<file path="src/rtl/temp_disp_pkg.sv">
// Shared types, display constants and signed helpers for the temperature
// display scheduler.
package temp_disp_pkg;

  typedef enum logic [1:0] {
    VIEW_CUR = 2'd0,
    VIEW_MAX = 2'd1,
    VIEW_MIN = 2'd2
  } view_e;

  // Decimal-point masks: CUR/MAX/MIN differ so the user can tell views apart
  localparam logic [5:0] PT_CUR = 6'b001000;
  localparam logic [5:0] PT_MAX = 6'b001001;
  localparam logic [5:0] PT_MIN = 6'b101000;

  // Magnitude plus sign to 21-bit two's complement; -0 collapses to 0
  function automatic logic signed [20:0] to_s21(input logic [19:0] mag,
                                                input logic        neg);
    logic signed [20:0] w;
    w = {1'b0, mag};
    return neg ? -w : w;
  endfunction

  // Strict signed greater-than on 21-bit values
  function automatic logic s21_gt(input logic signed [20:0] a,
                                  input logic signed [20:0] b);
    return a > b;
  endfunction

  // Magnitude of a 21-bit value, for the display data bus
  function automatic logic [19:0] s21_mag(input logic signed [20:0] v);
    logic [20:0] a;
    a = v[20] ? -v : v;
    return a[19:0];
  endfunction

endpackage

</file>
<file path="src/rtl/ms_tick_gen.sv">
// Millisecond tick generator: one-cycle pulse every CLK_FREQ/1000 cycles.
module ms_tick_gen #(
  parameter int CLK_FREQ = 50_000_000
) (
  input  logic sys_clk,
  input  logic sys_rst,
  output logic ms_tick
);

  localparam int DIV = CLK_FREQ / 1000;
  localparam int CW  = (DIV > 1) ? $clog2(DIV) : 1;

  logic [CW-1:0] r_cnt;

  assign ms_tick = (r_cnt == CW'(DIV - 1));

  // Free-running prescaler, wraps on the tick
  always_ff @(posedge sys_clk) begin
    if (sys_rst) begin
      r_cnt <= '0;
    end else if (ms_tick) begin
      r_cnt <= '0;
    end else begin
      r_cnt <= r_cnt + 1'b1;
    end
  end

endmodule

</file>
<file path="src/rtl/temp_disp_sched.sv">
// Temperature display scheduler: rotates CUR/MAX/MIN views onto one
// 6-digit display, tracks running min/max and blanks stale current data.
module temp_disp_sched
  import temp_disp_pkg::*;
#(
  parameter int CLK_FREQ    = 50_000_000,
  parameter int DWELL_MS    = 2000,
  parameter int STALE_MS    = 3000,
  parameter int AUTO_ROTATE = 1
) (
  input  logic        sys_clk,
  input  logic        sys_rst,
  input  logic        temp_vld,
  input  logic [19:0] temp_data,
  input  logic        temp_sign,
  input  logic        key_next,
  input  logic        key_clr,
  output logic [19:0] data,
  output logic [5:0]  point,
  output logic        sign,
  output logic        seg_en,
  output logic [1:0]  view,
  output logic        stale
);

  // Interface contract: temp_vld, key_next and key_clr are single-cycle
  // strobes with no backpressure; every strobe is consumed on the cycle it
  // is high. The display outputs are level signals, valid every cycle.

  localparam int DW = $clog2(DWELL_MS + 1);
  localparam int SW = $clog2(STALE_MS + 1);

  logic                w_tick;
  logic signed [20:0]  w_sample;
  logic                w_dwell_exp;
  logic                w_advance;

  logic                r_have;
  logic signed [20:0]  r_cur;
  logic signed [20:0]  r_min;
  logic signed [20:0]  r_max;
  logic [SW-1:0]       r_stale_cnt;
  logic                r_stale;
  logic [DW-1:0]       r_dwell_cnt;
  view_e               r_view;
  logic [19:0]         r_data;
  logic [5:0]          r_point;
  logic                r_sign;
  logic                r_seg_en;

  ms_tick_gen #(.CLK_FREQ(CLK_FREQ)) u_tick (
    .sys_clk (sys_clk),
    .sys_rst (sys_rst),
    .ms_tick (w_tick)
  );

  assign w_sample    = to_s21(temp_data, temp_sign);
  assign w_dwell_exp = (AUTO_ROTATE != 0) && w_tick &&
                       (r_dwell_cnt == DW'(DWELL_MS - 1));
  // Key and dwell expiry on the same cycle still yield a single step
  assign w_advance   = r_have && (key_next || w_dwell_exp);

  // Current sample capture and running min/max tracking
  always_ff @(posedge sys_clk) begin
    if (sys_rst) begin
      r_have <= 1'b0;
      r_cur  <= '0;
      r_min  <= '0;
      r_max  <= '0;
    end else if (temp_vld) begin
      r_cur  <= w_sample;
      r_have <= 1'b1;
      if (!r_have || key_clr) begin
        r_min <= w_sample;
        r_max <= w_sample;
      end else begin
        if (s21_gt(w_sample, r_max)) r_max <= w_sample;
        if (s21_gt(r_min, w_sample)) r_min <= w_sample;
      end
    end else if (key_clr && r_have) begin
      r_min <= r_cur;
      r_max <= r_cur;
    end
  end

  // Staleness: count ms since the last sample, saturating at STALE_MS
  always_ff @(posedge sys_clk) begin
    if (sys_rst) begin
      r_stale_cnt <= '0;
      r_stale     <= 1'b0;
    end else if (temp_vld) begin
      r_stale_cnt <= '0;
      r_stale     <= 1'b0;
    end else if (r_have && w_tick && (r_stale_cnt != SW'(STALE_MS))) begin
      r_stale_cnt <= r_stale_cnt + 1'b1;
      if (r_stale_cnt == SW'(STALE_MS - 1)) r_stale <= 1'b1;
    end
  end

  // View FSM with dwell timer; parked on CUR until the first sample arrives
  always_ff @(posedge sys_clk) begin
    if (sys_rst) begin
      r_view      <= VIEW_CUR;
      r_dwell_cnt <= '0;
    end else if (!r_have) begin
      r_view      <= VIEW_CUR;
      r_dwell_cnt <= '0;
    end else if (w_advance) begin
      r_dwell_cnt <= '0;
      case (r_view)
        VIEW_CUR: r_view <= VIEW_MAX;
        VIEW_MAX: r_view <= VIEW_MIN;
        default:  r_view <= VIEW_CUR;
      endcase
    end else if (w_tick && (r_dwell_cnt != DW'(DWELL_MS - 1))) begin
      r_dwell_cnt <= r_dwell_cnt + 1'b1;
    end
  end

  // Registered output mux toward the 595 display driver
  always_ff @(posedge sys_clk) begin
    if (sys_rst) begin
      r_data   <= '0;
      r_point  <= PT_CUR;
      r_sign   <= 1'b0;
      r_seg_en <= 1'b0;
    end else begin
      case (r_view)
        VIEW_MAX: begin
          r_data   <= s21_mag(r_max);
          r_sign   <= r_max[20];
          r_point  <= PT_MAX;
          r_seg_en <= r_have;
        end
        VIEW_MIN: begin
          r_data   <= s21_mag(r_min);
          r_sign   <= r_min[20];
          r_point  <= PT_MIN;
          r_seg_en <= r_have;
        end
        default: begin
          r_data   <= s21_mag(r_cur);
          r_sign   <= r_cur[20];
          r_point  <= PT_CUR;
          r_seg_en <= r_have && !r_stale;
        end
      endcase
    end
  end

  assign data   = r_data;
  assign point  = r_point;
  assign sign   = r_sign;
  assign seg_en = r_seg_en;
  assign view   = r_view;
  assign stale  = r_stale;

endmodule

</file>
<file path="config.mk">
export PLATFORM = sky130hd
export DESIGN_NAME = temp_disp_sched
export DESIGN_NICKNAME = d
export VERILOG_FILES = /design/src/rtl/temp_disp_pkg.sv /design/src/rtl/ms_tick_gen.sv /design/src/rtl/temp_disp_sched.sv
export SDC_FILE = /design/constraint.sdc
export NUM_CORES = 1
export LEC_CHECK = 0
export ABC_AREA = 1
export BUFFER_PORTS_ARGS = -buffer_cell sky130_fd_sc_hd__clkbuf_2
export CAP_MARGIN = 20
export CORE_ASPECT_RATIO = 0.75
export CORE_MARGIN = 5
export CORE_UTILIZATION = 40
export DETAILED_ROUTE_END_ITERATION = 8
export SYNTH_ARGS = -nofsm -noshare
export SYNTH_HDL_FRONTEND = slang
export SYNTH_HIERARCHICAL = 1
export SYNTH_SLANG_ARGS = --single-unit
</file>
<file path="constraint.sdc">
create_clock -name sys_clk -period 3.64 [get_ports sys_clk]
set_clock_uncertainty 0.05 [all_clocks]
set_input_delay 0.546 -clock sys_clk [delete_from_list [all_inputs] [get_ports sys_clk]]
set_output_delay 0.546 -clock sys_clk [all_outputs]
set_load 0.02 [all_outputs]
</file>
Yosys cells after proc, flatten, opt, wreduce, memory -nomap -nowiden --
Index checks and enable logic that the tools add are counted.
Word-level totals: memories 0, latch bits 0, word-level logic and storage cells 69, bits of input ports 26, register bits after elaboration 134, bits in writable memories 0, memory bits (read-only) 0, output and inout port bits 31
Cells by class: multipliers 0, bitwise logic cells 1, shifts and indexed selects 0, magnitude comparators 2, equal/unequal tests 9, mux-type cells 16, add/sub/neg operators 7, div/mod/pow operators 0, reduce and logical (&&, ||, !) cells 21
Operators with widths (number):
- $mux 21 | 8
- $mux 20 | 3
- $neg 20->20 | 3
- $gt 21x21->1 | 2
- $pmux 20 s2 | 1
- $neg 20->21 | 1
- $add 16x1->16 const B | 1
- $eq 16x16->1 const B | 1
- $add 12x1->12 const B | 1
- $eq 12x12->1 const B | 1
- $ne 12x12->1 const B | 1
- $pmux 6 s2 | 1
- $add 11x1->11 const B | 1
- $eq 11x11->1 const B | 1
- $ne 11x11->1 const B | 1
- $reduce_or 2->1 | 4
- $logic_and 1x1->1 | 7
- $ne 3x1->1 const B | 2
- $reduce_and 2->1 | 3
- $pmux 2 s2 | 1
- $reduce_or 3->1 | 1
- $eq 2x1->1 const B | 1
- $eq 2x2->1 const B | 1
- $logic_not 1->1 | 2
- 6 further kinds | 7

Longest topological paths before layout --
Gate-level depths: netlist of the first run.
depth after elaboration 6, mapped depth 24

Cells and area by module --
The synthesis of the first run kept the hierarchy.
Modules (own cells, without submodules):
- temp_disp_sched | sequential area each 2282.2 sq um, area an instance 7686.1 sq um, cells an instance 1221, instances 1
- ms_tick_gen | sequential area each 320.3 sq um, area an instance 859.6 sq um, cells an instance 130, instances 1

Worst setup path before layout of the first run --
No wires, ideal clock.
kind input to register, start input temp_data[0], end register r_max[17], stages 20, library setup time 0.137 ns, setup slack 0.212 ns, buffers on the path 1, data arrival time 3.241 ns, cell sequence inv_1 > ha_1 > nand4_1 > nand2_1 > nand2_1 > inv_1 > o21ai_0 > a21oi_1 > inv_1 > ha_1 > nand2_1 > nor2_1 > nand4_1 > o21ai_0 > a21oi_1 > o21ai_0 > nand2_1 > nand2_1 > clkbuf_1 > a211oi_1
Between the ends: cells in the longest elaborated chain, start to end 5
Ends and longest elaborated chain:
- from (decl) | RTL line temp_disp_sched.sv:14 | input logic [19:0] temp_data,
- $neg 20->21 | RTL line temp_disp_pkg.sv:21 | return neg ? -w : w;
- $mux 21 | RTL line temp_disp_pkg.sv:21
- via w_sample[20] | RTL line temp_disp_sched.sv:34 | logic signed [20:0] w_sample;
- $gt 21x21->1 | RTL line temp_disp_pkg.sv:27 | return a > b;
- $ne 3x1->1 (no line)
- $reduce_and 2->1 (no line)
- to (signal assigned) | RTL line temp_disp_sched.sv:75 | r_max <= w_sample;
- to (signal assigned) | RTL line temp_disp_sched.sv:77 | if (s21_gt(w_sample, r_max)) r_max <= w_sample;
- to (signal assigned) | RTL line temp_disp_sched.sv:82 | r_max <= r_cur;
- to (decl) | RTL line temp_disp_sched.sv:41 | logic signed [20:0] r_max;
The timed path passes the listed nets, and every way through them passes these cells. The select of a mux whose other input is x is not followed. A chain may end at the register's enable or synchronous reset.

Worst setup path after layout of the first run --
start input temp_data[0], end register r_max[16]
Between the ends: cells in the longest elaborated chain, start to end 5
Ends and longest elaborated chain (RTL line):
- $neg 20->21 (*) | temp_disp_pkg.sv:21
- $mux 21 (*) | temp_disp_pkg.sv:21
- via w_sample[16] | temp_disp_sched.sv:34
- $gt 21x21->1 / $mux 21 (equally long branches) | temp_disp_pkg.sv:27, temp_disp_sched.sv:77
- $ne 3x1->1 (no line) / $mux 21 (equally long branches)
- $reduce_and 2->1 (no line) / $mux 21 (equally long branches)
The timed path passes the listed nets; every way through them passes the cells marked *. The select of a mux whose other input is x is not followed.

==> impl_metrics.toml, run 1 <==
[detailed_routing]
total_length_of_routed_wires_um = 26400
detail_route.wl_per_cell_um = 15.3
route.detailed.drc = 0
drt.antenna.violating_nets = 0
route.vias.total = 8841
viasPerCell = 5.13
dr.pass1.iters = 6
drt-initial-drc-count = 1009

[power]
p_leak_nw = 4.64
netSwitchingFraction_pct = 31.6
cellInternalPower_mw = 2.97
p_per_area_nw_per_um2 = 437
combPwrFrac_pct = 21.5
share_clk_of_total_power_pct = 41.7
irDropWorstVdd_mv = 0.295
power.net_switching_mw = 1.37
power_frac_seq_pct = 36.8

[grt]
initial_antenna_violation_count = 0
vias_in_the_first_global_route = 7760
wire_length_of_the_first_global_routing_pass_um = 42000
grt_max_degree = 55
globalRouteTotalUtil_pct = 22.0
remaining_global_route_overflow = 0

[timing]
grt_setup_unrepaired = "false"
hold_violations = 0
drv_slew = 0
fmax_ghz = 0.306
post-route-min-period_ps = 3270
worst_pin_slew_ps = 1070
final_min_period_over_clock_period_pct = 89.7
timing.slew.headroom_pct = 28.7
final-setup-viol-count = 0
timing.setup.tns_ps = 0

[setup_path]
critPathLaunch = "temp_data[0]"
critical_path.reg2reg.startpoint = "u_tick/r_cnt[0]"
critical_path_class = "input port to flop"
cp-start-kind = "input port"
arrival_ps = 3540
timing.reg2reg.setup_slack_ps = 560
worstPathMaxFanout = 9
setup.worst_path.end_class = "flop"
cp_data_required_time_ps = 3920

[clock_tree]
htree_depth = 4
clock_latency_of_the_later_clocked_register_in_the_worst_skew_pair_ps = 420
cts_inserted_buffers = 17
cts.repair_timing.setup_buffer_count = 0
max-clock-path-buffers = 2
clock-root-buffer = "sky130_fd_sc_hd__clkbuf_16"
clk_transition_reported_paths_ps = 60
cts_tree = "done"
cts_sinks = 130

[synth]
yosys.area.top_type_share_pct = 30.5
ys_dominant_reg_cell = "sky130_fd_sc_hd__dfxtp_1"
postSynthRegisterBits = 130
syn_area_per_cell_um2 = 6.33
post_synth_cell_types = 44
asyncSetResetFlopFracSynth_pct = 0
seq_area_frac_synth_pct = 30.5
netlist_instances = 1351
synth.largest_area_cell = "sky130_fd_sc_hd__dfxtp_1"
synthesis.area_um2 = 8550
netlist_top_cells_area = "sky130_fd_sc_hd__dfxtp_1 30%, sky130_fd_sc_hd__nand2_1 12%, sky130_fd_sc_hd__inv_1 8.8%"
synth-edff-count = 0
synthesis.yosys.warnings = 6

[worst_hold_path]
holdCritPathClass = "flop to flop"
timing.hold.worst.start = "u_tick/r_cnt[0]"

[floorplan]
num_rows = 46
die-height_um = 137
initial_cell_density_of_the_core_pct = 40.6
die_area_um2 = 24400
floorplan.core_area_um2 = 21100
floorplan.io_pins = 57
die_width_um = 179

[cells_and_area]
sequential_cell_area_um2 = 2600
most_common_library_cell_in_the_layout_ignoring_fill_and_taps = "sky130_fd_sc_hd__nand2_1"
final_cell_mix = "278 x sky130_fd_sc_hd__nand2_1, 201 x sky130_fd_sc_hd__inv_1, 146 x sky130_fd_sc_hd__nor2_1"
diodes_inserted = 0
fillerInstances = 2217
drive_gt1_share_pct = 11.7
areaGrowthSynthToFinish_pct = 16.0
finalNonFillerCells = 1722
multi_input_comb_area_um2 = 4960
num-nets-final = 1488

[place]
io_port_bufs = 52
final_weighted_congestion_in_routability_driven_placement = 0.891
hpwl_um = 20200
place.detailed.instances = 1690

[outcome]
status = "completed"

[job]
total_of_max_cap_violations = 0
-- power by group through the flow --
stage / Sequential (mW) / Clock (mW) / Combinational (mW)
4_1_cts: 1.59 / 1.83 / 0.913
3_5_place_dp: 1.62 / 0 / 0.906
3_3_place_gp: 1.62 / 0 / 0.896
2_1_floorplan: 1.63 / 0 / 0.608
6_report: 1.60 / 1.81 / 0.931
5_1_grt: 1.61 / 1.90 / 1.05
-- cell type report --
cell class	count	area share [%]
Multi-Input combinational cell	972	50.1
Sequential cell	130	26.3
Timing Repair Buffer	95	6.01
Inverter	205	7.76
Clock buffer	21	4.75
Tap cell	288	3.64
Clock inverter	11	1.53
-- cells in the mapped netlist, types with 3 or more instances --
cell / number
sky130_fd_sc_hd__o21bai_1: 4
sky130_fd_sc_hd__or2_2: 6
sky130_fd_sc_hd__o21ai_1: 3
sky130_fd_sc_hd__clkbuf_1: 30
sky130_fd_sc_hd__nand3b_1: 5
sky130_fd_sc_hd__o311ai_0: 7
sky130_fd_sc_hd__nand2_1: 279
sky130_fd_sc_hd__nand3_2: 3
sky130_fd_sc_hd__o211ai_1: 18
sky130_fd_sc_hd__a31oi_1: 3
sky130_fd_sc_hd__o21a_1: 4
sky130_fd_sc_hd__nand2_2: 14
sky130_fd_sc_hd__buf_2: 3
sky130_fd_sc_hd__nor2_2: 9
sky130_fd_sc_hd__dfxtp_1: 130
sky130_fd_sc_hd__a21oi_1: 122
sky130_fd_sc_hd__nor3_1: 41
sky130_fd_sc_hd__buf_6: 3
sky130_fd_sc_hd__nor2_1: 146
sky130_fd_sc_hd__o22ai_1: 3
sky130_fd_sc_hd__o21ai_0: 90
sky130_fd_sc_hd__ha_1: 41
sky130_fd_sc_hd__nand3_1: 113
sky130_fd_sc_hd__inv_1: 201
sky130_fd_sc_hd__buf_1: 3
sky130_fd_sc_hd__buf_4: 6
sky130_fd_sc_hd__and3_1: 3
sky130_fd_sc_hd__nand4_1: 19
sky130_fd_sc_hd__xor2_1: 15
sky130_fd_sc_hd__a211oi_1: 4
-- repair_timing --
action                     in CTS  in global routing
setup endpoints to repair       0                  4
resized for setup               0                  2
hold buffers                    0                  0
-- path summary, 6_finish.rpt --
kind,to,cells past startpoint
setup / recovery,r_max[16],21
hold / removal,u_tick/r_cnt[0],1
setup reg to reg,r_stale_cnt[11],15
hold reg to reg,u_tick/r_cnt[0],1
-- critical path: stages --
cell and delay, ps:
sky130_fd_sc_hd__clkbuf_2 90, sky130_fd_sc_hd__inv_1 70, sky130_fd_sc_hd__ha_1 210, sky130_fd_sc_hd__nand4_1 130, sky130_fd_sc_hd__nand2_1 100, sky130_fd_sc_hd__nand2_1 90
sky130_fd_sc_hd__inv_1 90, sky130_fd_sc_hd__o21ai_0 140, sky130_fd_sc_hd__xor2_1 330, sky130_fd_sc_hd__inv_1 100, sky130_fd_sc_hd__ha_1 310, sky130_fd_sc_hd__a21oi_1 160
sky130_fd_sc_hd__o21ai_0 100, sky130_fd_sc_hd__a21oi_1 130, sky130_fd_sc_hd__o21ai_0 110, sky130_fd_sc_hd__o21ai_0 150, sky130_fd_sc_hd__nand2_1 100, sky130_fd_sc_hd__nand2_1 140
sky130_fd_sc_hd__buf_4 180, sky130_fd_sc_hd__nor2_1 50, sky130_fd_sc_hd__a211oi_1 210
-- sequential cells by signal (all words and copies together) (netlist names), 2 cells and up --
register / cells
r_cur: 21
r_max: 21
r_min: 21
data: 20
u_tick/r_cnt: 16
r_stale_cnt: 12
r_dwell_cnt: 11
point: 2
view: 2
-- metrics by stage --
stage	worst slack [ps]	power (mW)	area [um2]	hold WS, ps	util [%]
6_report	374	4.34	9910	409	47.1
5_1_grt	6.42	4.55	9910	440	47.1
4_1_cts	369	4.34	9900	415	47.0
3_5_place_dp	-49.9	2.53	9280	401	44.0
3_3_place_gp	76.8	2.52	9280	398	44.0
2_1_floorplan	212	2.24	8550	380	-
-- per-layer routing --
layer / vias up / global-route usage [%] / part of all wire [%]
met1: 3865 / 35.6 / 51
met5: - / 0 / 0
met2: 412 / 27.6 / 35
met4: 0 / 3.96 / 0.75
met3: 16 / 7.32 / 13
li1: 4548 / - / -
-- kinds of logic after synthesis --
family          synth area share (%)
compound gates                  16.7
xor+xnor                        1.64
fa+ha+maj                       6.00
buf+inv                         11.7
flops                           30.5
other cells                   0.0879
simple gates                    33.4
Note: power is estimated with default switching activity, not from simulation.
==> run 2, diff against run 1 <==
Settings changed: ABC_AREA 1 to not set.
==> impl_metrics.toml, run 2 <==
[clock_tree]
clk_transition_reported_paths_ps = 60
cts_sinks = 130
post_cts_hold_buffer_count = 0
cts_inserted_buffers = 17
cts_tree = "done"
max-clock-path-buffers = 2
htree_depth = 4
clock_latency_of_the_later_clocked_register_in_the_worst_skew_pair_ps = 420
clock-root-buffer = "sky130_fd_sc_hd__clkbuf_16"
cts.repair_timing.setup_buffer_count = 0
cts_resized = 0

[place]
hpwl_um = 19300
final_weighted_congestion_in_routability_driven_placement = 0.908
pre_cts_ws_ps = -198
io_port_bufs = 52
postPlaceCellArea_um2 = 9690

[cells_and_area]
most_common_library_cell_in_the_layout_ignoring_fill_and_taps = "sky130_fd_sc_hd__dfxtp_1"
drive_gt1_share_pct = 16.3
areaGrowthSynthToFinish_pct = 17.3
design_area_um2 = 10300
fillerInstances = 2135
final_cell_mix = "130 x sky130_fd_sc_hd__dfxtp_1, 101 x sky130_fd_sc_hd__nand2_1, 98 x sky130_fd_sc_hd__nor2_1"
diodes_inserted = 0
sequential_cell_area_um2 = 2600
reg.largest.list = "r_cur x21, r_max x21, r_min x21"
num-nets-final = 1250
multi_input_comb_area_um2 = 5570
finish.utilization_pct = 47.2

[grt]
initial_antenna_violation_count = 0
remaining_global_route_overflow = 0
wire_length_of_the_first_global_routing_pass_um = 42300
vias_in_the_first_global_route = 7836
grt_max_degree = 50
globalRouteTotalUtil_pct = 20.5

[timing]
final-setup-viol-count = 0
timing.slew.headroom_pct = 35.2
fmax_ghz = 0.291
post-route-min-period_ps = 3430
worst_hold_slack_ps = 425
hold_violations = 0
grt_setup_unrepaired = "false"
final_min_period_over_clock_period_pct = 94.3
worst_pin_slew_ps = 972
timing.setup.tns_ps = 0
setup_ws_ps = 207
drv_slew = 0

[floorplan]
floorplan.io_pins = 57
floorplan.core_area_um2 = 21800
num_rows = 47
initial_cell_density_of_the_core_pct = 40.2
die-height_um = 138
die_area_um2 = 25000
die_width_um = 181

[detailed_routing]
dr.pass1.iters = 5
met2_routed_wirelength_um = 11600
total_length_of_routed_wires_um = 26200
drt.antenna.violating_nets = 0
route.detailed.drc = 0
route.layer.met1.wl_um = 12900
dr_wl_met3_um = 1230
detail_route.wl_per_cell_um = 17.6
drt-initial-drc-count = 571
route.vias.total = 8382
viasPerCell = 5.63
dr.max_layer_used = "met4"

[synth]
dominant_cell_by_count_in_the_synthesized_netlist = "sky130_fd_sc_hd__dfxtp_1"
ys_dominant_reg_cell = "sky130_fd_sc_hd__dfxtp_1"
seq_area_frac_synth_pct = 29.6
netlist_instances = 1108
netlist_top_cells_area = "sky130_fd_sc_hd__dfxtp_1 30%, sky130_fd_sc_hd__xnor2_1 6.8%, sky130_fd_sc_hd__ha_1 5.8%"
synthesis.yosys.warnings = 6
syn_area_per_cell_um2 = 7.92
synth_commonest_cells = "130 x sky130_fd_sc_hd__dfxtp_1, 101 x sky130_fd_sc_hd__nand2_1, 98 x sky130_fd_sc_hd__nor2_1"
synth-edff-count = 0
yosys.area.top_type_share_pct = 29.6
synth.largest_area_cell = "sky130_fd_sc_hd__dfxtp_1"
post_synth_cell_types = 75
asyncSetResetFlopFracSynth_pct = 0
postSynthRegisterBits = 130
synthesis.area_um2 = 8780

[setup_path]
critical_path.slowest_cell = "sky130_fd_sc_hd__buf_4"
path_buf_inv = 4
timing.reg2reg.setup_slack_ps = 540
cp-start-kind = "input port"
critical-path-max-stage-delay_ps = 340
cp_data_required_time_ps = 3930
arrival_ps = 3720
worst_path_dominant_cell_family = "compound AO/OA/AOI/OAI gates"
reg2reg_depth = 8
setup.worst_path.end_class = "flop"
worstPathMaxFanout = 12
critical_path.cell_chain = "clkbuf_2 > inv_1 > ha_1 > nor2b_4 > nand4_1 > o31ai_1 > xor2_1 > buf_4 > ha_1 > o21ai_0 > a2bb2oi_1 > a211oi_2 > a211o_1 > a21oi_2 > buf_4 > mux2i_1"
critical_path_class = "input port to flop"
critical_path.reg2reg.startpoint = "r_min[3]"
r2r-end = "data[17]"

[worst_hold_path]
timing.hold.worst.start = "u_tick/r_cnt[0]"
whs_endpoint = "u_tick/r_cnt[0]"
holdPathStages = 1
holdCritPathClass = "flop to flop"

[power]
p_leak_nw = 4.17
p_per_area_nw_per_um2 = 447
irDropWorstVdd_mv = 0.342

[outcome]
status = "completed"

[job]
total_of_max_cap_violations = 0
[run 2: logic make-up (layout without fill, tap and decap cells)]
group | Yosys count | after routing | synth area share, %
AOI/OAI and AO/OA | 243 | 243 | 19.2
other | 2 | 4 | 0.0856
DFF | 130 | 130 | 29.6
xor gates and xnor gates | 113 | 113 | 11.6
muxes | 32 | 32 | 3.68
and+or+nand+nor | 390 | 390 | 22.4
buffers and inverters | 157 | 242 | 7.54
adders and majority gates | 41 | 41 | 5.84
[run 2: worst register-to-register path, stage by stage (launching register included)]
cell and delay (ps):
sky130_fd_sc_hd__dfxtp_1 370, sky130_fd_sc_hd__nor4_1 600, sky130_fd_sc_hd__nand3_1 380, sky130_fd_sc_hd__or3_1 460, sky130_fd_sc_hd__or3_1 380, sky130_fd_sc_hd__o31ai_1 270, sky130_fd_sc_hd__xnor2_1 100, sky130_fd_sc_hd__a221oi_1 280
sky130_fd_sc_hd__a211oi_1 80
[run 2: through the flow]
step,power (mW),instances
after floorplan,2.44,1110
after global placement,2.82,1458
after detailed placement,2.83,1458
after CTS,4.62,1489
after global routing,4.83,1489
final,4.61,1489
[run 2: layout make-up]
cell class / instances / share of cell area, %
multi-input cells: 823 / 54.0
flip-flops and latches: 130 / 25.3
repair buffers: 127 / 8.11
clock buffers: 19 / 4.40
well taps: 294 / 3.57
inverters: 84 / 3.06
clock inverters: 12 / 1.54
[run 2: per-layer routing]
metal | GRT usage, % | vias to the layer above
met5 | 0 | -
met4 | 5.09 | 0
met3 | 3.05 | 28
met2 | 31.7 | 221
met1 | 30.2 | 4038
li1 | - | 4095
[run 2: power breakdown]
group / leakage (nW) / switching (mW) / internal [mW]
sequential: 1.07 / 0.147 / 1.53
combinational: 2.82 / 0.675 / 0.473
clock: 0.283 / 0.672 / 1.11
total: 4.17 / 1.49 / 3.11
[run 2: worst max-delay path by stage]
stage	startpoint	endpoint	cells past startpoint
detailed placement	temp_data[10]	r_min[16]	14
finish	temp_data[0]	r_min[17]	16
global route	temp_data[3]	r_min[17]	15
global placement	temp_data[10]	r_min[16]	14
floorplan	temp_data[9]	r_max[10]	16
CTS	temp_data[10]	r_min[9]	14
